## src/rtl/whack_pkg.sv

```systemverilog
`default_nettype none
// ============================================================================
// Package     : whack_pkg
// Description : Shared definitions for the whack-a-mole board: game state
//               encoding, LFSR seed/tap mask and small arithmetic helpers.
//               Used by the scheduler, display and debounce blocks.
// Revision    : 1.0 - initial release
// ============================================================================
package whack_pkg;

    localparam logic [1:0] ST_IDLE = 2'd0;
    localparam logic [1:0] ST_GAP  = 2'd1;
    localparam logic [1:0] ST_SHOW = 2'd2;
    localparam logic [1:0] ST_DONE = 2'd3;

    typedef enum logic [1:0] {
        S_IDLE = ST_IDLE,
        S_GAP  = ST_GAP,
        S_SHOW = ST_SHOW,
        S_DONE = ST_DONE
    } state_t;

    localparam logic [15:0] LFSR_SEED = 16'hACE1;
    // Right-shifting Galois form of x^16 + x^14 + x^13 + x^11
    localparam logic [15:0] LFSR_TAPS = 16'hB400;

    function automatic logic [15:0] lfsr_next(input logic [15:0] v);
        lfsr_next = {1'b0, v[15:1]} ^ (v[0] ? LFSR_TAPS : 16'h0000);
    endfunction

    // Saturating 8-bit increment: sticks at 255 instead of wrapping
    function automatic logic [7:0] sat_inc(input logic [7:0] v);
        sat_inc = (v == 8'hFF) ? v : v + 8'd1;
    endfunction

endpackage
`default_nettype wire

```

## src/rtl/game_tick.sv

```systemverilog
`default_nettype none
// ============================================================================
// Module      : game_tick
// Description : Game tick divider. Counts 0..TICK_DIV-1 while enabled and
//               raises o_tick for the single cycle the count is TICK_DIV-1.
//               i_clear restarts the count so a new phase starts aligned.
// Ports       : clk_in    - system clock
//               rst       - asynchronous active-high reset
//               i_clear   - synchronous restart of the count
//               i_enable  - count enable (game busy)
//               o_tick    - one-cycle tick enable
// Revision    : 1.0 - initial release
// ============================================================================
module game_tick #(
    parameter int TICK_DIV = 4
) (
    input  logic clk_in,
    input  logic rst,
    input  logic i_clear,
    input  logic i_enable,
    output logic o_tick
);

    localparam int CW = (TICK_DIV > 1) ? $clog2(TICK_DIV) : 1;
    localparam logic [CW-1:0] c_last = CW'(TICK_DIV - 1);

    logic [CW-1:0] r_count;

    always_ff @(posedge clk_in or posedge rst) begin
        if (rst) begin
            r_count <= '0;
        end else if (i_clear) begin
            r_count <= '0;
        end else if (i_enable) begin
            r_count <= (r_count == c_last) ? '0 : r_count + 1'b1;
        end
    end

    assign o_tick = i_enable && (r_count == c_last);

endmodule
`default_nettype wire

```

## src/rtl/mole_scheduler.sv

```systemverilog
`default_nettype none
// ============================================================================
// Module      : mole_scheduler
// Description : Whack-a-mole game sequencer. Lights one pseudo-random mole at
//               a time, scores debounced button hits and counts misses over
//               ROUNDS moles. Timing comes from one-cycle tick enables.
// Ports       : clk_in     - system clock
//               rst        - asynchronous active-high reset
//               start      - one-cycle pulse, starts a game from IDLE/DONE
//               btn        - debounced press pulses, one bit per hole
//               led        - one-hot mole display, zero when dark
//               score/miss - saturating 8-bit hit and miss counts
//               hit_pulse  - one-cycle pulse per scored hit
//               busy/done  - game running / game finished
// Config      : `define SPEEDUP_EN shortens the mole time by one tick every
//               four rounds (floored at one tick).
// Revision    : 1.0 - initial release
// ============================================================================
module mole_scheduler
    import whack_pkg::*;
#(
    parameter int NUM_HOLES  = 4,
    parameter int TICK_DIV   = 22_000_000,
    parameter int MOLE_TICKS = 3,
    parameter int GAP_TICKS  = 1,
    parameter int ROUNDS     = 16
) (
    input  logic                 clk_in,
    input  logic                 rst,
    input  logic                 start,
    input  logic [NUM_HOLES-1:0] btn,
    output logic [NUM_HOLES-1:0] led,
    output logic [7:0]           score,
    output logic [7:0]           miss,
    output logic                 hit_pulse,
    output logic                 busy,
    output logic                 done
);

    localparam int HW = $clog2(NUM_HOLES);
    localparam logic [NUM_HOLES-1:0] c_one        = NUM_HOLES'(1);
    localparam logic [7:0]           c_mole_ticks = 8'(MOLE_TICKS);
    localparam logic [7:0]           c_gap_ticks  = 8'(GAP_TICKS);
    localparam logic [7:0]           c_last_round = 8'(ROUNDS - 1);

    state_t          r_state, w_state_nxt;
    logic [15:0]     r_lfsr;
    logic [HW-1:0]   r_hole, w_hole_nxt;
    logic [HW-1:0]   r_prev, w_prev_nxt;
    logic [7:0]      r_round, w_round_nxt;
    logic [7:0]      r_timer, w_timer_nxt;
    logic [NUM_HOLES-1:0] w_led_nxt;
    logic [7:0]      w_score_nxt, w_miss_nxt;
    logic            w_hit_pulse_nxt;
    logic            w_clear;
    logic            w_tick;
    logic            w_expire;
    logic            w_hit;
    logic            w_wrong;
    logic [HW-1:0]   w_cand;
    logic [HW-1:0]   w_pick;
    logic [7:0]      w_show_ticks;

    game_tick #(
        .TICK_DIV (TICK_DIV)
    ) u_tick (
        .clk_in   (clk_in),
        .rst      (rst),
        .i_clear  (w_clear),
        .i_enable (busy),
        .o_tick   (w_tick)
    );

    // Phase timer holds ticks remaining; the phase ends on the tick that
    // would take it from 1 to 0.
    assign w_expire = w_tick && (r_timer == 8'd1);

    assign w_hit   = btn[r_hole];
    assign w_wrong = |(btn & ~(c_one << r_hole));

    // Bumping a repeated candidate by one (mod NUM_HOLES, a power of two)
    // guarantees consecutive moles differ.
    assign w_cand = r_lfsr[HW-1:0];
    assign w_pick = (w_cand == r_prev) ? w_cand + 1'b1 : w_cand;

`ifdef SPEEDUP_EN
    logic [7:0] w_speed_dec;
    assign w_speed_dec  = {2'b00, r_round[7:2]};
    assign w_show_ticks = (w_speed_dec >= c_mole_ticks) ? 8'd1
                                                        : c_mole_ticks - w_speed_dec;
`else
    assign w_show_ticks = c_mole_ticks;
`endif

    always_ff @(posedge clk_in or posedge rst) begin
        if (rst) begin
            r_state   <= S_IDLE;
            r_lfsr    <= LFSR_SEED;
            r_hole    <= '0;
            r_prev    <= '0;
            r_round   <= '0;
            r_timer   <= '0;
            led       <= '0;
            score     <= '0;
            miss      <= '0;
            hit_pulse <= 1'b0;
            busy      <= 1'b0;
            done      <= 1'b0;
        end else begin
            r_state   <= w_state_nxt;
            // Free-running in every state so the start instant seeds the game
            r_lfsr    <= lfsr_next(r_lfsr);
            r_hole    <= w_hole_nxt;
            r_prev    <= w_prev_nxt;
            r_round   <= w_round_nxt;
            r_timer   <= w_timer_nxt;
            led       <= w_led_nxt;
            score     <= w_score_nxt;
            miss      <= w_miss_nxt;
            hit_pulse <= w_hit_pulse_nxt;
            busy      <= (w_state_nxt == S_GAP) || (w_state_nxt == S_SHOW);
            done      <= (w_state_nxt == S_DONE);
        end
    end

    always_comb begin
        w_state_nxt     = r_state;
        w_hole_nxt      = r_hole;
        w_prev_nxt      = r_prev;
        w_round_nxt     = r_round;
        w_timer_nxt     = r_timer;
        w_led_nxt       = led;
        w_score_nxt     = score;
        w_miss_nxt      = miss;
        w_hit_pulse_nxt = 1'b0;
        w_clear         = 1'b0;

        case (r_state)
            S_IDLE, S_DONE: begin
                w_led_nxt = '0;
                if (start) begin
                    w_state_nxt = S_GAP;
                    w_score_nxt = '0;
                    w_miss_nxt  = '0;
                    w_round_nxt = '0;
                    w_prev_nxt  = '0;
                    w_timer_nxt = c_gap_ticks;
                    w_clear     = 1'b1;
                end
            end

            S_GAP: begin
                w_led_nxt = '0;
                if (w_expire) begin
                    w_state_nxt = S_SHOW;
                    w_hole_nxt  = w_pick;
                    w_prev_nxt  = w_pick;
                    w_led_nxt   = c_one << w_pick;
                    w_timer_nxt = w_show_ticks;
                    w_clear     = 1'b1;
                end else if (w_tick) begin
                    w_timer_nxt = r_timer - 8'd1;
                end
            end

            S_SHOW: begin
                // A correct press overrides both wrong presses and expiry
                if (w_hit) begin
                    w_score_nxt     = sat_inc(score);
                    w_hit_pulse_nxt = 1'b1;
                    w_led_nxt       = '0;
                end else begin
                    if (w_wrong || w_expire) begin
                        w_miss_nxt = sat_inc(miss);
                    end
                    if (w_expire) begin
                        w_led_nxt = '0;
                    end else if (w_tick) begin
                        w_timer_nxt = r_timer - 8'd1;
                    end
                end

                if (w_hit || w_expire) begin
                    w_round_nxt = r_round + 8'd1;
                    if (r_round == c_last_round) begin
                        w_state_nxt = S_DONE;
                    end else begin
                        w_state_nxt = S_GAP;
                        w_timer_nxt = c_gap_ticks;
                        w_clear     = 1'b1;
                    end
                end
            end

            default: begin
                w_state_nxt = S_IDLE;
            end
        endcase
    end

endmodule
`default_nettype wire

```

## config.mk

```make
export PLATFORM = sky130hd
export DESIGN_NAME = mole_scheduler
export DESIGN_NICKNAME = d
export VERILOG_FILES = /design/src/rtl/whack_pkg.sv /design/src/rtl/game_tick.sv /design/src/rtl/mole_scheduler.sv
export SDC_FILE = /design/constraint.sdc
export NUM_CORES = 1
export LEC_CHECK = 0
export CAP_MARGIN = 20
export CORE_UTILIZATION = 30
export CTS_CLUSTER_DIAMETER = 150
export DETAILED_ROUTE_END_ITERATION = 8
export REMOVE_ABC_BUFFERS = 1
export SLEW_MARGIN = 20
export SYNTH_ARGS = -nofsm -noshare
export SYNTH_HDL_FRONTEND = slang
export SYNTH_SLANG_ARGS = --single-unit
```

## constraint.sdc

```tcl
create_clock -name clk_in -period 8.2 [get_ports clk_in]
set_input_delay 1.23 -clock clk_in [delete_from_list [all_inputs] [get_ports clk_in]]
set_output_delay 1.23 -clock clk_in [all_outputs]
set_load 0.05 [all_outputs]
```

==> After elaboration in Yosys (flattened, before gate mapping) <==
Cells that the tools add are included.
{ "word_totals": {"register_bits": 86, "out_inout_bits": 23, "wordCells": 106} }
{ "classes": {"n_addsub": 6, "order_cmp": 1, "n_eq_ne": 21, "n_shift": 2, "mux": 44, "bitwise": 3, "reduce_logical": 16} }
{ "ops": {"columns": ["cell", "count"], "rows": [
  ["8-bit 2-to-1 mux", 14],
  ["25-bit 2-to-1 mux", 3],
  ["8-bit one-hot mux with 2 select lines", 3],
  ["25-bit by 1-bit adder with 25-bit output, second input constant", 1],
  ["25-bit equality test, second input constant", 1],
  ["8-bit by 1-bit adder with 8-bit output, second input constant", 3],
  ["8-bit one-hot mux with 3 select lines", 1],
  ["8-bit equality test, second input constant", 2],
  ["16-bit 2-to-1 mux", 1],
  ["2-bit inequality test, second input constant", 8],
  ["15-bit by 16-bit bitwise XOR with 16-bit output", 1],
  ["2-bit 2-to-1 mux", 7],
  ["4-bit 2-to-1 mux", 3],
  ["4-bit one-hot mux with 3 select lines", 1],
  ["2-bit equality test, second input constant", 4],
  ["8-bit by 1-bit equality test with 1-bit output, second input constant", 1],
  ["8-bit by 4-bit equality test with 1-bit output, second input constant", 1],
  ["1-bit by 2-bit left shift with 4-bit output, first input constant", 2],
  ["8-bit by 1-bit subtractor with 8-bit output, second input constant", 1],
  ["1-bit 2-to-1 mux", 7],
  ["2-bit one-hot mux with 3 select lines", 1],
  ["3-bit AND reduction", 2],
  ["2-bit nonzero test", 3],
  ["5-bit AND reduction", 1],
  ["17 further kinds", 21]
]} }

==> Depth between registers and ports, before layout <==
Gate-level depths: netlist (run 1).
{ "logic_depth": {"ltp_word": 8, "mapped_depth": 10} }

==> Modules after synthesis <==
Synthesis (run 1) repeated with hierarchy kept, for this count alone.
{ "unflattened": {"hier_cells": 474, "area_unflattened_um2": 4529.3} }
{ "by_module_without_submodules": {"columns": ["module", "instances", "cells_each", "area_each_um2"], "rows": [
  ["mole_scheduler", 1, 321, 3121.7],
  ["game_tick", 1, 153, 1407.6]
]} }

==> Least setup slack after synthesis (run 1) <==
No wires, ideal clock.
{ "synth_timing": {"path_kind": "in2reg", "from": "in btn[3]", "to": "reg miss[6]", "arrival_ns": 2.822, "required_ns": 8.076, "path_slack_ns": 5.254, "cell_stages": 6, "path_buffers": 0, "cell_sequence": "mux4_2 > a311oi_1 > nor2_1 > a211oi_1 > nand3_1 > mux2i_1"} }
{ "synth_between": {"elab_chain_cells": 5, "elab_cells_between_ends": 8, "classes_between": "2 x eq/ne; 2 x mux; 1 x bitwise; 3 x reduce/logical"} }
{ "synth_lines": {"columns": ["item", "line_no", "source"], "rows": [
  ["start: declaration", "mole_scheduler.sv:31", "input logic [NUM_HOLES-1:0] btn,"],
  ["4-bit bitwise AND", "mole_scheduler.sv:79", "assign w_wrong = |(btn & ~(c_one << r_hole));"],
  ["4-bit OR reduction", "mole_scheduler.sv:79", null],
  ["1-bit logical OR", "mole_scheduler.sv:173", "if (w_wrong || w_expire) begin"],
  ["2-bit inequality test (no line)", null, null],
  ["5-bit AND reduction (no line) (*)", null, null],
  ["end signal: assignment", "mole_scheduler.sv:119", "miss <= w_miss_nxt;"],
  ["end: declaration", "mole_scheduler.sv:34", "output logic [7:0] miss,"]
]} }
Every way passes the cells marked *; elsewhere a longest branch is shown, timed or not. The select of a mux whose other input is x is not followed.
A chain may end at the register's enable or synchronous reset.

==> Worst setup path after layout (run 1) <==
{ "layout_timing": {"from": "reg u_tick.r_count[9]", "to": "reg busy"} }
{ "layout_between": {"elab_chain_cells": 8, "elab_cells_between_ends": 10, "classes_between": "3 x eq/ne; 3 x mux; 4 x reduce/logical"} }
{ "layout_lines": {"columns": ["item", "line_no", "source"], "rows": [
  ["start: declaration", "game_tick.sv:27", "logic [CW-1:0] r_count;"],
  ["start signal: assignment", "game_tick.sv:35", "r_count <= (r_count == c_last) ? '0 : r_count + 1'b1;"],
  ["25-bit equality test (*)", "game_tick.sv:39", "assign o_tick = i_enable && (r_count == c_last);"],
  ["1-bit logical AND (*)", "game_tick.sv:39", null],
  ["1-bit logical AND (*)", "mole_scheduler.sv:76", "assign w_expire = w_tick && (r_timer == 8'd1);"],
  ["1-bit logical OR", "mole_scheduler.sv:183", "if (w_hit || w_expire) begin"],
  ["2-bit 2-to-1 mux", "mole_scheduler.sv:183", null],
  ["2-bit one-hot mux with 3 select lines (*)", "mole_scheduler.sv:138", "case (r_state)"],
  ["via w_state_nxt[1]", "mole_scheduler.sv:46", "state_t r_state, w_state_nxt;"],
  ["2-bit by 1-bit equality test with 1-bit output / 2-bit equality test (equally long branches)", "mole_scheduler.sv:121", "busy <= (w_state_nxt == S_GAP) || (w_state_nxt == S_SHOW);"],
  ["1-bit logical OR (*)", "mole_scheduler.sv:121", null],
  ["end signal: assignment", "mole_scheduler.sv:121", null],
  ["end: declaration", "mole_scheduler.sv:36", "output logic busy,"]
]} }
Mark *: on every way through the listed nets, which the timed path passes. The rest lies on a longest branch.

==> results of run 1 <==
[cell families (layout without fill, tap and decap cells)]
group / after synthesis / in the layout / share of synthesized area (%)
adder cells (fa/ha/maj): 9 / 9 / 2.53
AO/OA/AOI/OAI: 96 / 96 / 13.1
flip-flops: 86 / 86 / 48.6
buffers and inverters: 25 / 60 / 2.20
multiplexers: 7 / 7 / 1.89
AND/OR/NAND/NOR: 213 / 213 / 24.9
XOR/XNOR: 34 / 34 / 6.70
[layer usage]
layer	up-vias	global-route usage (%)	wire length [um]	part of all wire (%)
li1	1751	-	-	-
met1	1772	18.1	4490	46
met2	72	22.4	4650	48
met3	14	3.11	392	4.1
met4	0	4.52	132	1.4
met5	-	0	0	0
[layout by cell type (no fill, tap or decap), types with 2 or more instances in the layout]
master	synthesis	final
sky130_fd_sc_hd__a31oi_1	2	2
sky130_fd_sc_hd__o21ai_0	38	38
sky130_fd_sc_hd__and4_1	5	5
sky130_fd_sc_hd__o211ai_1	7	7
sky130_fd_sc_hd__nand4b_1	2	2
sky130_fd_sc_hd__nor2_1	54	54
sky130_fd_sc_hd__and3_1	13	13
sky130_fd_sc_hd__or4_1	3	3
sky130_fd_sc_hd__nor4_1	7	7
sky130_fd_sc_hd__clkdlybuf4s50_1	0	29
sky130_fd_sc_hd__a21oi_1	21	21
sky130_fd_sc_hd__mux2i_1	5	5
sky130_fd_sc_hd__a21o_1	5	5
sky130_fd_sc_hd__and2_1	5	5
sky130_fd_sc_hd__nor4bb_1	2	2
sky130_fd_sc_hd__o21a_1	2	2
sky130_fd_sc_hd__inv_6	0	2
sky130_fd_sc_hd__nand2b_1	6	6
sky130_fd_sc_hd__dfrtp_1	78	78
sky130_fd_sc_hd__ha_1	9	9
sky130_fd_sc_hd__xor2_1	24	24
sky130_fd_sc_hd__nand3_1	24	24
sky130_fd_sc_hd__bufinv_16	0	2
sky130_fd_sc_hd__inv_1	12	11
sky130_fd_sc_hd__nor3b_1	2	2
sky130_fd_sc_hd__dfstp_2	8	8
sky130_fd_sc_hd__or3_1	8	8
sky130_fd_sc_hd__or4_4	2	2
sky130_fd_sc_hd__o31ai_1	5	5
sky130_fd_sc_hd__xnor2_1	10	10
sky130_fd_sc_hd__nand4_1	11	11
sky130_fd_sc_hd__clkbuf_16	0	9
sky130_fd_sc_hd__a211oi_1	7	7
sky130_fd_sc_hd__nor3_1	14	14
sky130_fd_sc_hd__nand2_1	45	45
sky130_fd_sc_hd__buf_4	0	2
sky130_fd_sc_hd__nor2b_1	3	3
[registers in the layout, summed over array words and instances, names as in the netlist]
name and flops:
hit_pulse 1, r_lfsr 16, miss 8, score 8, r_state 2, done 1, led 4, u_tick.r_count 25
r_hole 2, r_timer 8, busy 1, r_prev 2, r_round 8
[worst min-delay path by stage]
stage / cells after the start / end / slack [ns]
3_5_place_dp: 0 / r_lfsr[8] / 0.34
4_1_cts: 0 / r_lfsr[8] / 0.35
2_1_floorplan: 0 / r_lfsr[1] / 0.33
6_report: 0 / r_lfsr[8] / 0.35
3_3_place_gp: 0 / r_lfsr[11] / 0.34
5_1_grt: 0 / r_lfsr[8] / 0.36
[power by group]
| group | switching, uW | internal, uW | leakage (uW) |
|---|---|---|---|
| sequential | 24.7 | 437 | 0.00116 |
| combinational | 162 | 70.0 | 0.000903 |
| clock | 176 | 272 | 0.000159 |
| total | 363 | 779 | 0.00223 |
[per-stage QoR]
stage | hold slack [ns] | area (um2) | setup WS [ns] | total power [uW] | utilization (%)
2_1_floorplan | 0.331 | 4390 | 4.76 | 627 | -
3_3_place_gp | 0.337 | 4940 | 4.63 | 699 | 34.1
3_5_place_dp | 0.336 | 4940 | 4.52 | 699 | 34.1
4_1_cts | 0.351 | 5270 | 4.66 | 1160 | 36.4
5_1_grt | 0.361 | 5270 | 4.39 | 1210 | 36.4
6_report | 0.353 | 5270 | 4.64 | 1140 | 36.4
[layout make-up]
type / count / share of cell area, %
multi-input cells: 359 / 41.5
flip-flops and latches: 86 / 41.0
repair buffers: 32 / 6.01
well taps: 184 / 4.37
clock buffers: 9 / 4.27
clock inverters: 7 / 1.99
inverters: 12 / 0.878
[critical path: cells and delay by family (launching register included)]
kind                     cells  cell delay, ns
AND/OR/NAND/NOR              4            2.15
AO/OA/AOI/OAI                2            0.55
flip-flops                   1            0.42
adder cells (fa/ha/maj)      1            0.32
==> impl_results.md, run 1 <==
* Ranking of synthesized cells by instance count: sky130_fd_sc_hd__dfrtp_1, sky130_fd_sc_hd__nor2_1, sky130_fd_sc_hd__nand2_1
* Timing endpoint of the critical path: busy
* Sequential cell area fraction in the yosys report at 48.6%
* GR Overflow Total at 0
* Inserted Diodes at 0
* Worst-case clock skew at 0.00462 ns
* Total core area at 14500 um2
* Start point of the critical path: u_tick.r_count[9]
* Post-route insts no fill at 689
* Critical Path Slowest Stage Cell: sky130_fd_sc_hd__nor3_4
* Starting DRC count in detailed routing at 169
* Beginning of the worst register-to-register path: u_tick.r_count[9]
* Full die area at 15300 um2
* Worst Setup End Kind: flip-flop
* TritonRoute pass-1 iters at 4
* End of the worst register-to-register path: busy
* CTS tree: done
* Arrival time worst endpoint at 3.79 ns
* Deepest level of the CTS H-tree at 3
* Final max-slew violation count at 0
* Type of the worst setup path: flip-flop to flip-flop
* Remaining antenna violation count at 0
* Average cell area after synthesis at 9.46 um2
* Worst hold path class: flip-flop to flip-flop
* Boundary pin count at 30
* Top cells by area in the synthesized netlist: sky130_fd_sc_hd__dfrtp_1, sky130_fd_sc_hd__dfstp_2, sky130_fd_sc_hd__xor2_1, sky130_fd_sc_hd__nor2_1, sky130_fd_sc_hd__o21ai_0
* Pin count of the biggest net entering global routing at 87
* Area share of the largest cell type after synthesis at 43.9%
* Series of cell instances along the critical path: or4b_1 -> or4_4 -> nor3_4 -> nor2_1 -> o311ai_0 -> o211ai_1 -> ha_1
* Number of synthesized register bits at 86
* Delay of the slowest critical-path stage at 0.79 ns
* Count of flip-flops with a built-in enable after synthesis at 0
* Chip width at 124 um
* Reg-to-reg setup timing slack at 4.64 ns
* Sequential cell area in the final layout at 2160 um2
* Pwr per Cell Area at 217 nW/um2
* Global-route wire length before repair at 16.7 mm
* Crit Path Max Fanout at 24
* Share of post-route cells with drive strength above 1 at 7.72%
* Die height at 124 um
* Half-perimeter wire length of the detailed placement result at 6.71 mm
* Remaining max-slew budget at the tightest pin at 37.5%
* Count of fill cells added during filler insertion at 1454
* Vias in the first global route at 3459
* Root buffer selected by CTS: sky130_fd_sc_hd__clkbuf_16
* Post-synth cell types at 52
* Area occupied by multi-input gates at 2190 um2
* Count of buffers added by post-CTS timing repair for setup at 0
* Number of failing hold endpoints at the final stage at 0
* CTS sink cnt at 86
* Most used standard cell by instance count after synthesis: sky130_fd_sc_hd__dfrtp_1
* Cell Area, Synth at 4450 um2
* Worst-margin pin slew at 0.929 ns
* Clock transition at the registers of the reported paths at 0.07 ns
* Routability cong. at 0.821
* Cell total after placement at 673
* Top achievable clock speed at 0.281 GHz
* Wirelength per Cell at 14.0 um
* Number of antenna violations at the first check in global routing at 0
* Placement Rows at 44
* Count of cells along the worst register-to-register path at 7
* Unrepaired setup endpoints after global routing: no
* Fraction of synthesis flops using an asynchronous set or reset pin at 100%
* Buffer depth of the longest clock path at 2
* Most used flip-flop cell after synthesis: sky130_fd_sc_hd__dfrtp_1
* Hold_sp: r_lfsr[9]
* Final count of negative-setup-slack endpoints at 0
* Post-synthesis cell count at 470
* Area growth from synthesis to layout at 18.6%
* Number of buffers inserted during clock tree synthesis at 9
* Tmin final at 3.56 ns
* IO Port Bufs at 29
* Worst VDD drop at 110 uV
* Number of nets at the end of the flow at 516
* Final wirelength at 9.66 mm
* Vias per std cell at 5.24
* Synth Warn # at 0
* Starting Density at 30.7%
* Post-CTS resize count at 0
* Outcome: complete, no violations
* DRC violation count after routing at 0
* Vias at 3609
* Crit path required time at 8.43 ns
* Category of the worst setup path launch point: flip-flop
* Synth area leader: sky130_fd_sc_hd__dfrtp_1
* Number of max-cap violations at 0
* Leakage power figure at 0.00223 uW
* Number of hold-repair buffers added at the cts stage at 0
* Period utilization at 43.4%
* Setup TNS at 0 ns
* Clock latency of the later-clocked register in the worst-skew pair at 0.34 ns
* Overall routing resource usage at 13.8%
Note: power is estimated with default switching activity, not from simulation.
==> run 2, diff against run 1 <==
Clock period 8.2 ns to 3.4 ns, I/O delays scaled along.
==> run 2 against run 1 <==
Effect of this change: global-route usage shrank 0.13 points; power grew 140%; largest cell class unchanged; maximum frequency up 25%; largest power group unchanged.
==> impl_results.md, run 2 (same netlist as run 1, synthesis figures left out) <==
* Full die area at 15300 um2 (unchanged)
* Most frequent standard cell in the layout excluding fill and tap cells: sky130_fd_sc_hd__dfrtp_1 (unchanged)
* Chip width at 124 um (unchanged)
* Worst hold path class: flip-flop to flip-flop (unchanged)
* Count of buffers added by post-CTS timing repair for setup at 0 (unchanged)
* Critical Path Slowest Stage Cell: sky130_fd_sc_hd__or4b_1 (was sky130_fd_sc_hd__nor3_4)
* Wirelength per Cell at 13.9 um (was 14.0 um)
* GR Overflow Total at 0 (unchanged)
* Post-route insts no fill at 696 (was 689)
* Count of cells along the worst register-to-register path at 7 (unchanged)
* Vias in the first global route at 3473 (was 3459)
* Unrepaired setup endpoints after global routing: no (unchanged)
* TritonRoute pass-1 iters at 4 (unchanged)
* Starting DRC count in detailed routing at 175 (was 169)
* Reg-to-reg setup timing slack at 0.55 ns (was 4.64 ns)
* Final wirelength at 9.71 mm (was 9.66 mm)
* Pwr per Cell Area at 506 nW/um2 (was 217 nW/um2)
* IO Port Bufs at 29 (unchanged)
* Worst VDD drop at 357 uV (was 110 uV)
* Root buffer selected by CTS: sky130_fd_sc_hd__clkbuf_16 (unchanged)
* End of the worst register-to-register path: busy (unchanged)
* Power share of the clock group at 36.5% (was 39.2%)
* Hold_sp: r_lfsr[2] (was r_lfsr[9])
* Deepest level of the CTS H-tree at 3 (unchanged)
* Remaining max-slew budget at the tightest pin at 53.0% (was 37.5%)
* Setup TNS at 0 ns (unchanged)
* Share of post-route cells with drive strength above 1 at 8.79% (was 7.72%)
* Registers with the highest flip-flop counts: u_tick.r_count (25), r_lfsr (16) (unchanged)
* Cell total after placement at 680 (was 673)
* Global-route wire length before repair at 16.5 mm (was 16.7 mm)
* Outcome: complete, no violations (unchanged)
* Vias per std cell at 5.11 (was 5.24)
* Vias at 3554 (was 3609)
* Worst Setup End Kind: flip-flop (unchanged)
* Series of cell instances along the critical path: or4b_1 -> or4_4 -> nor3_4 -> buf_4 -> nand2_1 -> o211ai_1 -> ha_1 (was or4b_1 -> or4_4 -> nor3_4 -> nor2_1 -> o311ai_0 -> o211ai_1 -> ha_1)
* Buffer depth of the longest clock path at 2 (unchanged)
* Family with the most delay on the worst path: simple AND/OR/NAND/NOR gates (unchanged)
* Crit Path Max Fanout at 23 (was 24)
* Total core area at 14500 um2 (unchanged)
* Boundary pin count at 30 (unchanged)
* CTS tree: done (unchanged)
* Number of antenna violations at the first check in global routing at 0 (unchanged)
* Half-perimeter wire length of the detailed placement result at 6.82 mm (was 6.71 mm)
* Number of hold-repair buffers added at the cts stage at 0 (unchanged)
* Number of nets at the end of the flow at 523 (was 516)
* Fraction of power consumed by combinational cells at 22.6% (was 20.3%)
* Crit path required time at 3.62 ns (was 8.43 ns)
* Routability cong. at 0.788 (was 0.821)
* Placement Rows at 44 (unchanged)
* Number of failing hold endpoints at the final stage at 0 (unchanged)
* Clock latency of the later-clocked register in the worst-skew pair at 0.34 ns (about the same)
* DRC violation count after routing at 0 (unchanged)
* Hold Path Stages at 0 (unchanged)
* Most flop-heavy register: u_tick.r_count (unchanged)
* Type of the worst setup path: flip-flop to flip-flop (unchanged)
* Category of the worst setup path launch point: flip-flop (unchanged)
* Final max-slew violation count at 0 (unchanged)
* Remaining antenna violation count at 0 (unchanged)
* Crit path buffers/inverters at 1 (was 0)
* Flip-flop count of the largest register after layout at 25 (unchanged)
* Leakage power figure at 0.00225 uW (was 0.00223 uW)
* Delay of the slowest critical-path stage at 0.57 ns (was 0.79 ns)
* Top achievable clock speed at 0.351 GHz (was 0.281 GHz)
* Arrival time worst endpoint at 3.07 ns (was 3.79 ns)
* Count of fill cells added during filler insertion at 1423 (was 1454)
* Post-CTS resize count at 0 (unchanged)
* Tmin final at 2.85 ns (was 3.56 ns)
* Worst hold-check slack at 0.349 ns (was 0.353 ns)
* Inserted Diodes at 0 (unchanged)
* Number of max-cap violations at 0 (unchanged)
* Net Switching at 847 uW (was 363 uW)
* Clock transition at the registers of the reported paths at 0.06 ns (was 0.07 ns)
* Internal power summed over all cells at 1840 uW (was 779 uW)
* Hold worst-path end: r_lfsr[1] (was r_lfsr[8])
* Switch share at 31.6% (was 31.8%)
* Final cell utilization of the core at 36.6% (was 36.4%)
* Area growth from synthesis to layout at 19.3% (was 18.6%)
* Proportion of power drawn by flip-flops and latches at 40.9% (was 40.5%)
* Die height at 124 um (unchanged)
* Period utilization at 83.9% (was 43.4%)
* Pin count of the biggest net entering global routing at 47 (was 87)
* Number of buffers inserted during clock tree synthesis at 9 (unchanged)
* Worst-case clock skew at 0.00926 ns (was 0.00462 ns)
* Final count of negative-setup-slack endpoints at 0 (unchanged)
* Worst-margin pin slew at 0.704 ns (was 0.929 ns)
* Leading cell types in the layout, fill and taps excluded: sky130_fd_sc_hd__dfrtp_1, sky130_fd_sc_hd__nor2_1, sky130_fd_sc_hd__nand2_1 (unchanged)
* Starting Density at 30.7% (unchanged)
* Overall routing resource usage at 13.7% (was 13.8%)
* CTS sink cnt at 86 (unchanged)
* Beginning of the worst register-to-register path: u_tick.r_count[9] (unchanged)
-- run 2: worst max path at each step --
| stage | start | to | depth (start not counted) |
|---|---|---|---|
| final | u_tick.r_count[9] | busy | 7 |
| after global routing | r_state[0] | score[5] | 7 |
| after CTS | u_tick.r_count[9] | busy | 7 |
| after detailed placement | btn[3] | miss[6] | 7 |
| after global placement | btn[3] | miss[6] | 7 |
| after floorplan | u_tick.r_count[9] | busy | 7 |
-- run 2: area by class of cell --
class | count | area (um2) | area share, %
inverter | 12 | 46.3 | 0.873
tap | 184 | 230 | 4.34
timing repair buffer | 39 | 378 | 7.12
multi-input combinational | 359 | 2190 | 41.2
sequential | 86 | 2160 | 40.8
clock buffer | 11 | 243 | 4.58
clock inverter | 5 | 60.1 | 1.13
-- run 2: metrics by stage --
step	setup slack [ns]	power [uW]	area (um2)
2_1_floorplan	0.356	1510	4390
3_3_place_gp	0.545	1710	5000
3_5_place_dp	0.449	1720	5000
4_1_cts	0.576	2730	5310
5_1_grt	0.332	2840	5310
6_report	0.547	2690	5310
-- run 2: routing by layer --
| metal | track usage (%) | routed length (um) | up-vias |
|---|---|---|---|
| li1 | - | - | 1762 |
| met1 | 17.9 | 4670 | 1730 |
| met2 | 22.1 | 4690 | 58 |
| met3 | 3.39 | 287 | 4 |
| met4 | 4.14 | 59 | 0 |
| met5 | 0 | 0 | - |
-- run 2: power groups by stage --
stage	Clock (uW)	Combinational, uW	Sequential [uW]
finish	981	606	1100
global route	1060	679	1100
CTS	1020	607	1100
detailed placement	0	604	1110
global placement	0	599	1110
floorplan	0	375	1140
==> run 3, diff against run 2 <==
Clock period 3.4 ns to 2.4 ns, I/O delays scaled along.
==> run 3 against run 2 <==
Effect of this change: the flow now finishes with violations (setup timing); first-iteration DRC count rose by 3.4%; global-route usage increased by 1.5 points; combinational power rose by 90%; sequential share of layout area shrank 3.9 points; non-clock buffer count up 63; largest power group unchanged.
==> impl_results.md, run 3 (same netlist as run 1, synthesis figures left out) <==
* Crit Path Max Fanout at 2 (was 23)
* Count of fill cells added during filler insertion at 1403 (was 1423)
* Violated checks: setup timing
* Registers with the highest flip-flop counts: u_tick.r_count (25), r_lfsr (16) (unchanged)
* Routability cong. at 0.836 (was 0.788)
* IO Port Bufs at 29 (unchanged)
* Number of nets at the end of the flow at 586 (was 523)
* Final count of negative-setup-slack endpoints at 12 (was 0)
* Inserted Diodes at 0 (unchanged)
* Global-route wire length before repair at 18.2 mm (was 16.5 mm)
* Worst-case clock skew at 0.00750 ns (was 0.00926 ns)
* Most frequent standard cell in the layout excluding fill and tap cells: sky130_fd_sc_hd__dfrtp_1 (unchanged)
* Wirelength per Cell at 14.0 um (was 13.9 um)
* Worst hold-check slack at 0.306 ns (was 0.349 ns)
* Delay of the slowest critical-path stage at 0.53 ns (was 0.57 ns)
* Number of failing hold endpoints at the final stage at 0 (unchanged)
* Number of buffers inserted during clock tree synthesis at 9 (unchanged)
* Leakage power figure at 0.00258 uW (was 0.00225 uW)
* Remaining antenna violation count at 0 (unchanged)
* Chip width at 124 um (unchanged)
* CTS tree: done (unchanged)
* Final wirelength at 10.6 mm (was 9.71 mm)
* Full die area at 15300 um2 (unchanged)
* Worst-margin pin slew at 0.539 ns (was 0.704 ns)
* Vias in the first global route at 3866 (was 3473)
* Category of the worst setup path launch point: flip-flop (unchanged)
* GR Overflow Total at 0 (unchanged)
* Pwr per Cell Area at 697 nW/um2 (was 506 nW/um2)
* Clock latency of the later-clocked register in the worst-skew pair at 0.34 ns (about the same)
* Most flop-heavy register: u_tick.r_count (unchanged)
* Deepest level of the CTS H-tree at 3 (unchanged)
* Setup TNS at -0.512 ns (was 0 ns)
* Final max-slew violation count at 0 (unchanged)
* Overall routing resource usage at 15.1% (was 13.7%)
* Crit path required time at 2.68 ns (was 3.62 ns)
* Period utilization at 104% (was 83.9%)
* Post-layout power at 4100 uW (was 2690 uW)
* TritonRoute pass-1 iters at 4 (unchanged)
* Tmin final at 2.50 ns (was 2.85 ns)
* CTS sink cnt at 86 (unchanged)
* Type of the worst setup path: flip-flop to flip-flop (unchanged)
* Worst Setup End Kind: flip-flop (unchanged)
* Arrival time worst endpoint at 2.78 ns (was 3.07 ns)
* Final WS setup at -0.105 ns (was 0.547 ns)
* Vias at 3871 (was 3554)
* Remaining max-slew budget at the tightest pin at 63.7% (was 53.0%)
* Total core area at 14500 um2 (unchanged)
* Series of cell instances along the critical path: or4b_4 -> or4_4 -> nor3_4 -> buf_4 -> nor2_2 -> o311ai_2 -> o211ai_1 -> ha_2 (was or4b_1 -> or4_4 -> nor3_4 -> buf_4 -> nand2_1 -> o211ai_1 -> ha_1)
* Root buffer selected by CTS: sky130_fd_sc_hd__clkbuf_16 (unchanged)
* Leading cell types in the layout, fill and taps excluded: sky130_fd_sc_hd__dfrtp_1, sky130_fd_sc_hd__buf_4, sky130_fd_sc_hd__nor2_1 (was sky130_fd_sc_hd__dfrtp_1, sky130_fd_sc_hd__nor2_1, sky130_fd_sc_hd__nand2_1)
* Flip-flop count of the largest register after layout at 25 (unchanged)
* Half-perimeter wire length of the detailed placement result at 7.62 mm (was 6.82 mm)
* Worst hold path class: input pin to async pin (was flip-flop to flip-flop)
* Starting Density at 30.7% (unchanged)
* Dpl ws at -0.157 ns (was 0.449 ns)
* Top achievable clock speed at 0.399 GHz (was 0.351 GHz)
* Starting DRC count in detailed routing at 181 (was 175)
* Clock transition at the registers of the reported paths at 0.06 ns (about the same)
* Placement Rows at 44 (unchanged)
* Die height at 124 um (unchanged)
* Area growth from synthesis to layout at 32.2% (was 19.3%)
* Buffer depth of the longest clock path at 2 (unchanged)
* Reg-to-reg setup timing slack at -0.10 ns (was 0.55 ns)
* Share of post-route cells with drive strength above 1 at 21.2% (was 8.79%)
* Number of antenna violations at the first check in global routing at 0 (unchanged)
* Boundary pin count at 30 (unchanged)
* Number of max-cap violations at 0 (unchanged)
* Number of hold-repair buffers added at the cts stage at 0 (unchanged)
* Pin count of the biggest net entering global routing at 54 (was 47)
* Outcome: finished, violations left (was complete, no violations)
* Unrepaired setup endpoints after global routing: yes (was no)
* Worst VDD drop at 467 uV (was 357 uV)
* Critical Path Slowest Stage Cell: sky130_fd_sc_hd__or4b_4 (was sky130_fd_sc_hd__or4b_1)
* Vias per std cell at 5.10 (was 5.11)
* DRC violation count after routing at 0 (unchanged)
-- run 3: final timing paths --
path	start	endpoint	depth (start not counted)
max reg2reg	u_tick.r_count[9]	busy	8
max in group asynchronous	rst	r_lfsr[10]	3
min in group clk_in	r_lfsr[12]	r_lfsr[11]	0
min reg2reg	r_lfsr[12]	r_lfsr[11]	0
min	rst	u_tick.r_count[19]	2
max	u_tick.r_count[9]	busy	8
-- run 3: worst max-delay path: cells and delay by family, from the launching register on --
| family | cells | cell delay [ns] |
|---|---|---|
| simple gates | 4 | 1.17 |
| buf+inv | 1 | 0.14 |
| compound gates | 2 | 0.40 |
| flops | 1 | 0.38 |
| fa+ha+maj | 1 | 0.35 |
-- run 3: metrics by stage --
step           util, %  cell area [um2]  std cells
2_1_floorplan        -             4390        457
3_3_place_gp      37.4             5420        734
5_1_grt           40.6             5880        759
3_5_place_dp      37.4             5420        734
4_1_cts           40.1             5800        757
6_report          40.6             5880        759
-- run 3: layer usage --
metal	vias to the layer above	GRT usage [%]	share of wire, %
li1	1885	-	-
met1	1913	19.6	47
met2	63	24.6	48
met3	10	3.94	3.3
met4	0	4.37	0.93
met5	-	0	0
-- run 3: repair_timing --
item / in CTS / in global routing
buffers inserted: 7 / 4
gates cloned: 0 / 0
pin swaps: 9 / 6
setup endpoints to repair: 21 / 37
gates resized for setup: 9 / 16
-- run 3: report_power, final --
group          switching (uW)  leakage, uW  internal (uW)  total (uW)
sequential               43.8      0.00116           1500        1540
combinational             681      0.00127            469        1150
clock                     545     0.000146            862        1410
-- run 3: cell type report --
type / instances / area [um2] / share of cell area (%)
tap: 184 / 230 / 3.92
clock buffer: 13 / 260 / 4.43
multi-input combinational: 359 / 2260 / 38.5
inverter: 12 / 46.3 / 0.788
timing repair buffer: 102 / 871 / 14.8
sequential: 86 / 2160 / 36.8
clock inverter: 3 / 42.5 / 0.724
